==> config.mk <==
export PLATFORM = sky130hd
export DESIGN_NAME = cordic_uv_sequencer
export DESIGN_NICKNAME = d
export VERILOG_FILES = /design/src/rtl/cordic_uv_sequencer.sv
export SDC_FILE = /design/constraint.sdc
export NUM_CORES = 1
export LEC_CHECK = 0
export ABC_AREA = 1
export CAP_MARGIN = 20
export CORE_UTILIZATION = 50
export CTS_CLUSTER_DIAMETER = 150
export CTS_CLUSTER_SIZE = 40
export DETAILED_ROUTE_END_ITERATION = 10
export PLACE_DENSITY = 0.79
export SLEW_MARGIN = 30
export SYNTH_ARGS = -nofsm -noshare
export SYNTH_HDL_FRONTEND = slang
export SYNTH_SLANG_ARGS = --single-unit
==> constraint.sdc <==
create_clock -name clk -period 3.4 [get_ports clk]
set_input_delay 0.51 -clock clk [delete_from_list [all_inputs] [get_ports clk]]
set_output_delay 0.51 -clock clk [all_outputs]
set_load 0.02 [all_outputs]
==> src/rtl/cordic_uv_sequencer.sv <==
// Control sequencer for the 4-lane U/V rotation array.
// Accepts one job (sigma word, lane index, rotation mode), then drives the
// shared shift/sign/sel/ce buses for NUM_ITER micro-rotations, then one
// add/sub step per set bit of SCALE_MASK, then pulses done for one cycle.
// A step is consumed by the array only in a cycle where ce=1. After a stall,
// the step that was not consumed is presented again until it is consumed.
module cordic_uv_sequencer #(
  parameter int WIDTH_SHIFT_BIT = 4,
  parameter int NUM_ITER        = 16,
  parameter logic [(2**WIDTH_SHIFT_BIT)-1:0] SCALE_MASK = 16'h000A,
  parameter int WIDTH_INDEX     = 2
) (
  input  logic                       clk,
  input  logic                       rst,
  input  logic                       in_valid,
  output logic                       in_ready,
  input  logic [NUM_ITER-1:0]        dir_in,
  input  logic [WIDTH_INDEX-1:0]     index_in,
  input  logic                       rot_mode_in,
  input  logic                       stall,
  output logic                       ce,
  output logic                       sel,
  output logic                       sign_in,
  output logic [WIDTH_SHIFT_BIT-1:0] shift,
  output logic [WIDTH_SHIFT_BIT-1:0] count,
  output logic                       sign_rotation,
  output logic [WIDTH_INDEX-1:0]     index,
  output logic                       busy,
  output logic                       done
);

  localparam int MASK_W = 2**WIDTH_SHIFT_BIT;
  localparam logic [WIDTH_SHIFT_BIT-1:0] LAST_IT = WIDTH_SHIFT_BIT'(NUM_ITER - 1);

  typedef enum logic [1:0] {
    IDLE  = 2'd0,
    ROT   = 2'd1,
    SCALE = 2'd2,
    DONE  = 2'd3
  } state_t;

  state_t                     state_r;
  logic [NUM_ITER-1:0]        dir_r;
  logic [NUM_ITER-1:0]        dir_next_s;
  logic [WIDTH_SHIFT_BIT:0]   first_scale_s;
  logic [WIDTH_SHIFT_BIT:0]   next_scale_s;

  // Priority encoder: lowest set mask bit strictly above pos (or lowest overall).
  // Result is {found, bit_position}.
  function automatic logic [WIDTH_SHIFT_BIT:0] scale_after(
    input logic [WIDTH_SHIFT_BIT-1:0] pos,
    input logic                       from_start
  );
    logic [WIDTH_SHIFT_BIT:0] r;
    r = {(WIDTH_SHIFT_BIT+1){1'b0}};
    for (int b = MASK_W - 1; b >= 0; b--) begin
      if (SCALE_MASK[b] && (from_start || (b > int'(pos)))) begin
        r = {1'b1, WIDTH_SHIFT_BIT'(b)};
      end
    end
    return r;
  endfunction

  // The sigma word is shifted down so bit 0 is always the next direction.
  assign dir_next_s    = dir_r >> 1'b1;
  assign first_scale_s = scale_after({WIDTH_SHIFT_BIT{1'b0}}, 1'b1);
  assign next_scale_s  = scale_after(shift, 1'b0);

  // Sequencer FSM with registered control buses.
  always_ff @(posedge clk) begin
    if (rst) begin
      state_r       <= IDLE;
      dir_r         <= {NUM_ITER{1'b0}};
      in_ready      <= 1'b1;
      ce            <= 1'b0;
      sel           <= 1'b0;
      sign_in       <= 1'b0;
      shift         <= {WIDTH_SHIFT_BIT{1'b0}};
      count         <= {WIDTH_SHIFT_BIT{1'b0}};
      sign_rotation <= 1'b0;
      index         <= {WIDTH_INDEX{1'b0}};
      busy          <= 1'b0;
      done          <= 1'b0;
    end else begin
      case (state_r)
        IDLE: begin
          done <= 1'b0;
          ce   <= 1'b0;
          if (in_valid && in_ready) begin
            // Stall is ignored here: step 0 always goes out right after accept.
            state_r       <= ROT;
            dir_r         <= dir_in;
            index         <= index_in;
            sign_rotation <= rot_mode_in;
            sign_in       <= dir_in[0];
            shift         <= {WIDTH_SHIFT_BIT{1'b0}};
            count         <= {WIDTH_SHIFT_BIT{1'b0}};
            sel           <= 1'b0;
            ce            <= 1'b1;
            busy          <= 1'b1;
            in_ready      <= 1'b0;
          end else begin
            in_ready <= 1'b1;
            busy     <= 1'b0;
          end
        end
        ROT: begin
          if (!ce) begin
            // Previous step not consumed: keep presenting it.
            ce <= ~stall;
          end else if (count == LAST_IT) begin
            if (first_scale_s[WIDTH_SHIFT_BIT]) begin
              state_r <= SCALE;
              sel     <= 1'b1;
              sign_in <= 1'b1;
              shift   <= first_scale_s[WIDTH_SHIFT_BIT-1:0];
              count   <= {WIDTH_SHIFT_BIT{1'b0}};
              ce      <= ~stall;
            end else begin
              state_r <= DONE;
              sel     <= 1'b0;
              sign_in <= 1'b0;
              shift   <= {WIDTH_SHIFT_BIT{1'b0}};
              count   <= {WIDTH_SHIFT_BIT{1'b0}};
              ce      <= 1'b0;
              done    <= 1'b1;
            end
          end else begin
            count   <= count + WIDTH_SHIFT_BIT'(1);
            shift   <= count + WIDTH_SHIFT_BIT'(1);
            dir_r   <= dir_next_s;
            sign_in <= dir_next_s[0];
            ce      <= ~stall;
          end
        end
        SCALE: begin
          if (!ce) begin
            ce <= ~stall;
          end else if (next_scale_s[WIDTH_SHIFT_BIT]) begin
            shift <= next_scale_s[WIDTH_SHIFT_BIT-1:0];
            ce    <= ~stall;
          end else begin
            state_r <= DONE;
            sel     <= 1'b0;
            sign_in <= 1'b0;
            shift   <= {WIDTH_SHIFT_BIT{1'b0}};
            count   <= {WIDTH_SHIFT_BIT{1'b0}};
            ce      <= 1'b0;
            done    <= 1'b1;
          end
        end
        DONE: begin
          state_r  <= IDLE;
          done     <= 1'b0;
          ce       <= 1'b0;
          busy     <= 1'b0;
          in_ready <= 1'b1;
        end
        default: begin
          state_r  <= IDLE;
          done     <= 1'b0;
          ce       <= 1'b0;
          busy     <= 1'b0;
          in_ready <= 1'b1;
        end
      endcase
    end
  end

endmodule

; ---- Yosys cells after proc, flatten, opt, wreduce, memory -nomap -nowiden
; Index checks and enable logic that the tools add are counted.
[totals]
ff_bits = 35
input_bits = 23
out_inout_bits = 17
[classes]
add_sub_neg = 1
order_cmp = 2
eq_ne = 10
mux = 43
bitwise = 2
reduce_logical = 13
[ops]
columns = cell, n
row1 = $mux W16, 3
row2 = $mux W4, 9
row3 = $pmux W16 S2, 1
row4 = $pmux W4 S3, 2
row5 = $mux W1, 14
row6 = $ne A2 B2 Y1 const B, 6
row7 = $mux W2, 5
row8 = $mux W5, 2
row9 = $reduce_and A5 Y1, 2
row10 = $pmux W2 S4, 1
row11 = $reduce_and A4 Y1, 2
row12 = $pmux W1 S2, 3
row13 = $pmux W1 S3, 2
row14 = $reduce_and A6 Y1, 1
row15 = $add A4 B1 Y4 const B, 1
row16 = $eq A2 B2 Y1 const B, 2
row17 = $eq A4 B4 Y1 const B, 1
row18 = $gt A1 B4 Y1 const A, 1
row19 = $gt A2 B4 Y1 const A, 1
row20 = $pmux W1 S4, 1
row21 = $reduce_bool A2 Y1, 2
row22 = $reduce_and A3 Y1, 1
row23 = $reduce_bool A3 Y1, 1
row24 = $eq A2 B1 Y1 const B, 1
row25 = 5 further kinds, 6

; ---- Depth between registers and ports, before layout
; Gate-level depths: netlist (run 1).
[depth]
word_depth = 6
mapped_depth = 9
depth_no_buf = 9

; ---- Worst setup path before layout (run 1)
; No wires, ideal clock.
[synth_path]
path_type = flip-flop to flip-flop
from = reg state_r[1]
to = reg count[2]
setup_time_ns = 0.113
arrival_ns = 1.384
required_time_ns = 3.287
slack_ns = 1.903
path_stages_with_launch = 10
synth_period_minus_slack_ns = 1.497
cell_sequence = dfxtp_1 inv_1 ha_1 buf_6 o21ai_4 nand3_4 nor2_8 nand2_1 nand2_1 nor2_1
[synth_via]
elab_chain_len = 3
[synth_rtl]
columns = item, line_no
row1 = "start, declared", 42  ; state_t state_r;
row2 = "start signal, assigned", 72  ; state_r <= IDLE;
row3 = "start signal, assigned", 91  ; state_r <= ROT;
row4 = "start signal, assigned", 113  ; state_r <= SCALE;
row5 = $eq A2 B2 Y1 (tied with other cells), 85  ; case (state_r)
row6 = $ne A2 B2 Y1 (no line) or $reduce_bool A3 Y1 (tied branches), -
row7 = $reduce_and A5 Y1 (no line), -
row8 = "end signal, assigned", 79  ; count <= {WIDTH_SHIFT_BIT{1'b0}};
row9 = "end signal, assigned", 97  ; count <= {WIDTH_SHIFT_BIT{1'b0}};
row10 = "end signal, assigned", 117  ; count <= {WIDTH_SHIFT_BIT{1'b0}};
row11 = "end, declared", 25  ; output logic [WIDTH_SHIFT_BIT-1:0] count,
; Parallel ways exist; a longest one is shown, timed or not.
; A chain may end at the register's enable or synchronous reset.

; ---- Final worst setup path (run 1)
[layout_path]
from = reg state_r[1]
to = reg dir_r[15]
[layout_via]
elab_chain_len = 3
[layout_rtl]
columns = item, line_no
row1 = $eq A2 B1 Y1 or $logic_not A2 Y1 (tied branches), 85
row2 = $ne A2 B2 Y1 (no line) or $reduce_bool A2 Y1 (tied branches), -
row3 = $reduce_and A4 Y1 (no line), -
row4 = "end signal, assigned", 73  ; dir_r <= {NUM_ITER{1'b0}};
row5 = "end signal, assigned", 92  ; dir_r <= dir_in;
row6 = "end signal, assigned", 131  ; dir_r <= dir_next_s;
row7 = "end, declared", 43  ; logic [NUM_ITER-1:0] dir_r;
; Parallel ways exist; a longest one is shown, timed or not.

==> impl_metrics.tcl, run 1 <==
set metrics [dict create \
    setup_tns_ns 0 \
    cts.repair.resized 0 \
    synth.ff_latch_count 34 \
    gr-usage-all-layers_pct 22.1 \
    core.rowCount 21 \
    ir_drop_v 0.000426 \
    start_util_pct 53.8 \
    worst_pin_slew_ns 0.834 \
    avgSynthCellArea_um2 7.09 \
    clkPwrFrac_pct 11.0 \
    routed_wl_mm 3.94 \
    use_met1_pct 28.0 \
    holdCritPathClass "flip-flop to flip-flop" \
    coreArea_um2 3420 \
    drive_above_1_share_pct 13.8 \
    h-tree-depth 2 \
    grtUsageMet3_pct 4.20 \
    grt_pass1_vias 1583 \
    grt_max_degree 26 \
    critPathCaptureType "flip-flop" \
    worst_setup_path_start_kind "flip-flop" \
    finalMaxSlewViolations 0 \
    status "completed" \
    critical_path.cell_chain "inv_1 -> ha_1 -> inv_2 -> nand2_1 -> nand2_4 -> nand2_4 -> nand2_1 -> a21oi_1" \
    rsz0062_at_grt "no" \
    final_net_count 326 \
    drc 0 \
    synth_seq_area_share_pct 37.1 \
    first_pass_iters 5 \
    cts.sinks 34 \
    num_antenna_cells 0 \
    grt-ovfl-total 0 \
    synthCells 259 \
    die_height_um 62.6 \
    numCtsBuffers 5 \
    numPortBuffers 39 \
    chipWidth_um 62.6 \
    switching_power_uw 1060 \
    grt_busiest_layer "met2" \
    vias_per_cell 4.97 \
    path_class "flip-flop to flip-flop" \
    max_slew_margin_pct 44.4 \
    dp_hpwl_mm 2.78 \
    internal-power_uw 1110 \
    hold_viol 0 \
    synth_area_um2 1840 \
    timing.fmax_mhz 431 \
    layout-area-overhead-vs-synth_pct 24.2 \
    clock_skew_ns 0.00868 \
    cp_max_fo 22 \
    p_leak_uw 0.000970 \
    fillers 335 \
    p_seq_share_pct 30.0 \
    met2_usage_pct 36.7 \
    combPwrFrac_pct 59.1 \
    netlist-cell-type-count 25 \
    io_pins 40 \
    cts_root_buf "clkbuf_4" \
    hold_buffers 0 \
    place_area_um2 2220 \
    fp.dieArea_um2 3920 \
    setup_viol 0 \
    ys_warn_count 0 \
    power-per-cell-area_nw_per_um2 948 \
    synthesis.nets 288 \
    slowest_delay_ns 0.71 \
    vias 1708 \
    finalCriticalPeriod_ns 2.32 \
    antenna_found_initial 0 \
    path_clk_slew_ns 0.10 \
    drt_iter0_markers 58 \
    wl_per_cell_um 11.4 \
    clock_latency_ns 0.34 \
    cts_tree "built" \
    slowest_stage "ha_1" \
    timing.final.crit_share_pct 68.2 \
    cts_setup_buffers 0 \
    worstPathArrival_ns 2.59 \
    cts_buffer_depth 2 \
    switching_share_pct 48.9 \
    grt_pass1_wl_mm 6.92 \
    cap_violations 0 \
    final_cell_area_um2 2280 \
    worstPathRequired_ns 3.68 \
    gp_congestion 0.788 \
    postRouteAntennaNets 0 \
]
## through the flow
step / cells / hold slack [ns] / total power (uW) / worst slack, ns / util (%)
2_1_floorplan: 259 / 0.440 / 1690 / 1.90 / -
3_3_place_gp: 336 / 0.452 / 1910 / 1.18 / 65.0
3_5_place_dp: 336 / 0.456 / 1930 / 1.08 / 65.0
4_1_cts: 344 / 0.472 / 2170 / 1.05 / 66.8
5_1_grt: 344 / 0.481 / 2360 / 0.798 / 66.8
6_report: 344 / 0.467 / 2160 / 1.08 / 66.8
## power by group through the flow
stage / clock network, uW / registers, uW / logic, uW
CTS: 242 / 647 / 1280
detailed placement: 0 / 655 / 1280
finish: 237 / 649 / 1280
floorplan: 0 / 719 / 966
global placement: 0 / 656 / 1250
global route: 268 / 669 / 1430
## cell type report
| class | instances | area [um2] | area share [%] |
|---|---|---|---|
| flip-flops and latches | 34 | 681 | 29.8 |
| inverters | 15 | 56.3 | 2.47 |
| repair buffers | 40 | 398 | 17.4 |
| clock buffers | 7 | 55.1 | 2.41 |
| multi-input cells | 201 | 1030 | 45.1 |
| well taps | 46 | 57.6 | 2.52 |
| clock inverters | 1 | 5.00 | 0.219 |
## metal layers
metal | vias to the layer above | routed length, um | part of all wire [%]
li1 | 894 | - | -
met1 | 772 | 1820 | 46
met2 | 33 | 1920 | 49
met3 | 9 | 127 | 3.2
met4 | 0 | 76 | 1.9
met5 | - | 0 | 0
## final timing paths
| check | startpoint | to | slack [ns] | cells after the start |
|---|---|---|---|---|
| worst max-delay path | state_r[1]$_SDFFE_PP0P_ | dir_r[15]$_SDFFE_PP0P_ | 1.08 | 8 |
| worst min register to register | dir_r[4]$_SDFFE_PP0P_ | dir_r[4]$_SDFFE_PP0P_ | 0.47 | 2 |
| worst max register to register | state_r[1]$_SDFFE_PP0P_ | dir_r[15]$_SDFFE_PP0P_ | 1.08 | 8 |
| worst min-delay path | dir_r[4]$_SDFFE_PP0P_ | dir_r[4]$_SDFFE_PP0P_ | 0.47 | 2 |
## logic make-up after synthesis
kind of cell | after synthesis | share of synthesized area (%)
AO/OA/AOI/OAI | 31 | 11.3
XOR/XNOR | 1 | 0.477
buffers and inverters | 24 | 6.95
adder cells (fa/ha/maj) | 6 | 4.09
AND/OR/NAND/NOR | 163 | 40.1
flip-flops | 34 | 37.1
## registers in the layout, summed over array words and instances (netlist names)
name,count
dir_r,15
count,4
shift,4
index,2
state_r,2
busy,1
ce,1
done,1
in_ready,1
sel,1
sign_in,1
sign_rotation,1
## cells in the final DEF (no fill, tap or decap), drive strengths merged
cell / count
nand4: 2
dfxtp: 34
nand2: 108
nor2: 28
clkbuf: 7
clkdlybuf4s50: 39
a21oi: 25
ha: 6
inv: 14
clkinv: 2
xor2: 1
nand3: 25
o21ai: 6
buf: 1
## cells in the mapped netlist (all sizes together)
| master | n | share of area [%] |
|---|---|---|
| nand2 | 108 | 25 |
| dfxtp | 34 | 37 |
| nor2 | 28 | 7.0 |
| a21oi | 25 | 9.1 |
| nand3 | 25 | 7.8 |
| inv | 14 | 2.9 |
| buf | 7 | 3.5 |
| ha | 6 | 4.1 |
| o21ai | 6 | 2.2 |
| clkbuf | 2 | 0.41 |
| nand4 | 2 | 0.68 |
| clkinv | 1 | 0.20 |
| xor2 | 1 | 0.48 |
## critical path: cells and delay by family (launching register included)
kind            cells  cell delay, ns
fa+ha+maj           1            0.71
flops               1            0.35
compound gates      1            0.13
simple gates        4            0.63
buf+inv             2            0.42
Note: power is estimated with default switching activity, not from simulation.
==> run 2: changes to the inputs <==
Settings changed: CORE_UTILIZATION 50 to 45, PLACE_DENSITY 0.79 to 0.75.
Clock period 3.4 ns to 2.1 ns, I/O delays scaled along.
==> impl_metrics.tcl, run 2 (synthesized netlist as in run 1, its figures left out) <==
set metrics [dict create \
    status "completed" \
    layout-area-overhead-vs-synth_pct 28.6 \
    gr-usage-all-layers_pct 21.5 \
    gp_congestion 0.838 \
    drt_iter0_markers 156 \
    ir_drop_v 0.000804 \
    h-tree-depth 2 \
    numPortBuffers 39 \
    cts_root_buf "clkbuf_8" \
    io_pins 40 \
    cap_violations 0 \
    reg_top3 "dir_r: 15 flops, count: 4 flops, shift: 4 flops" \
    path_class "flip-flop to flip-flop" \
    routed_wl_mm 4.10 \
    vias_per_cell 4.91 \
    place_area_um2 2250 \
    min_delay_path_depth 2 \
    worstPathRequired_ns 2.32 \
    path_clk_slew_ns 0.07 \
    vias 1717 \
    final_common_cell "nand2_1" \
    drc 0 \
    p_leak_uw 0.00101 \
    grt-ovfl-total 0 \
    final_net_count 330 \
    num_antenna_cells 0 \
    coreArea_um2 3800 \
    setup_slack_ns 0.256 \
    fp.dieArea_um2 4340 \
    r2r_cells 8 \
    postRouteAntennaNets 0 \
    setup_viol 0 \
    timing.fmax_mhz 542 \
    top_register "dir_r" \
    clock_skew_ns 0.00802 \
    finalCriticalPeriod_ns 1.84 \
    critPathCaptureType "flip-flop" \
    grt_pass1_wl_mm 7.05 \
    largest_reg_flops 15 \
    place_ws_ns 0.252 \
    cts_buffer_depth 2 \
    cts.repair.resized 0 \
    cts.sinks 34 \
    hp-start "index[1]$_SDFFE_PP0P_" \
    grt_max_degree 19 \
    rrSetupSlack_ns 0.26 \
    cp_max_fo 16 \
    dp_hpwl_mm 2.99 \
    hold_end "index[1]$_SDFFE_PP0P_" \
    worst_pin_slew_ns 0.538 \
    setup_tns_ns 0 \
    hold_viol 0 \
    clock_latency_ns 0.29 \
    numCtsBuffers 5 \
    worst_setup_path_start_kind "flip-flop" \
    cts_setup_buffers 0 \
    wl_per_cell_um 11.7 \
    rsz0062_at_grt "no" \
    hold_buffers 0 \
    worstPathArrival_ns 2.07 \
    holdCritPathClass "flip-flop to flip-flop" \
    drive_above_1_share_pct 15.2 \
    die_height_um 65.9 \
    chipWidth_um 65.9 \
    final_cell_area_um2 2360 \
    power-per-cell-area_nw_per_um2 1600 \
    core.rowCount 22 \
    cts_tree "built" \
    first_pass_iters 4 \
    antenna_found_initial 0 \
    start_util_pct 48.4 \
    max_slew_margin_pct 64.1 \
    grt_pass1_vias 1593 \
    final_cell_mix "93 x nand2_1, 39 x clkdlybuf4s50_1, 34 x dfxtp_1, 26 x nor2_1, 23 x nand3_1" \
    r2r_end "dir_r[1]$_SDFFE_PP0P_" \
    worstReg2RegStart "state_r[1]$_SDFFE_PP0P_" \
    timing.final.crit_share_pct 87.8 \
    finalMaxSlewViolations 0 \
]
-- run 2: worst max-delay path, cell delays in order, from the launching register on --
cell and delay (ns):
dfxtp_1 0.34, inv_1 0.10, ha_1 0.50, nand2_1 0.13, nand2_1 0.10, inv_2 0.13
nand2_4 0.24, nand2_1 0.08, a21oi_1 0.15
-- run 2: layer usage --
layer | wire [um] | track usage [%] | share of wire (%)
met1 | 2070 | 28.8 | 51
met2 | 1790 | 32.8 | 44
met3 | 187 | 6.55 | 4.6
met4 | 50 | 6.52 | 1.2
met5 | 0 | 0 | 0
-- run 2: worst max path at each step --
stage	start	to	cells after the start
floorplan	state_r[1]$_SDFFE_PP0P_	count[2]$_SDFFE_PP0P_	9
global placement	in_valid	sel$_SDFFE_PP0P_	8
detailed placement	state_r[1]$_SDFFE_PP0P_	dir_r[1]$_SDFFE_PP0P_	8
CTS	state_r[1]$_SDFFE_PP0P_	dir_r[1]$_SDFFE_PP0P_	8
global route	state_r[1]$_SDFFE_PP0P_	dir_r[1]$_SDFFE_PP0P_	8
finish	state_r[1]$_SDFFE_PP0P_	dir_r[1]$_SDFFE_PP0P_	8
-- run 2: power by group --
part / switching [uW] / internal, uW
Combinational: 1350 / 783
Clock: 241 / 349
Sequential: 169 / 881
Total: 1760 / 2010
-- run 2: final cells by class --
| type | count | area, um2 |
|---|---|---|
| inverters | 15 | 56.3 |
| clock buffers | 5 | 68.8 |
| clock inverters | 3 | 40.0 |
| multi-input cells | 201 | 1030 |
| fillers | 358 | 1440 |
| flip-flops and latches | 34 | 681 |
| repair buffers | 44 | 428 |
| well taps | 48 | 60.1 |
-- run 2: per-stage QoR --
stage / utilization (%) / hold slack, ns / total power (uW) / cells
final: 62.2 / 0.466 / 3770 / 350
after global routing: 62.2 / 0.487 / 4110 / 350
after floorplan: - / 0.440 / 2730 / 259
after CTS: 62.2 / 0.469 / 3770 / 350
after detailed placement: 59.3 / 0.456 / 3180 / 342
after global placement: 59.3 / 0.448 / 3140 / 342
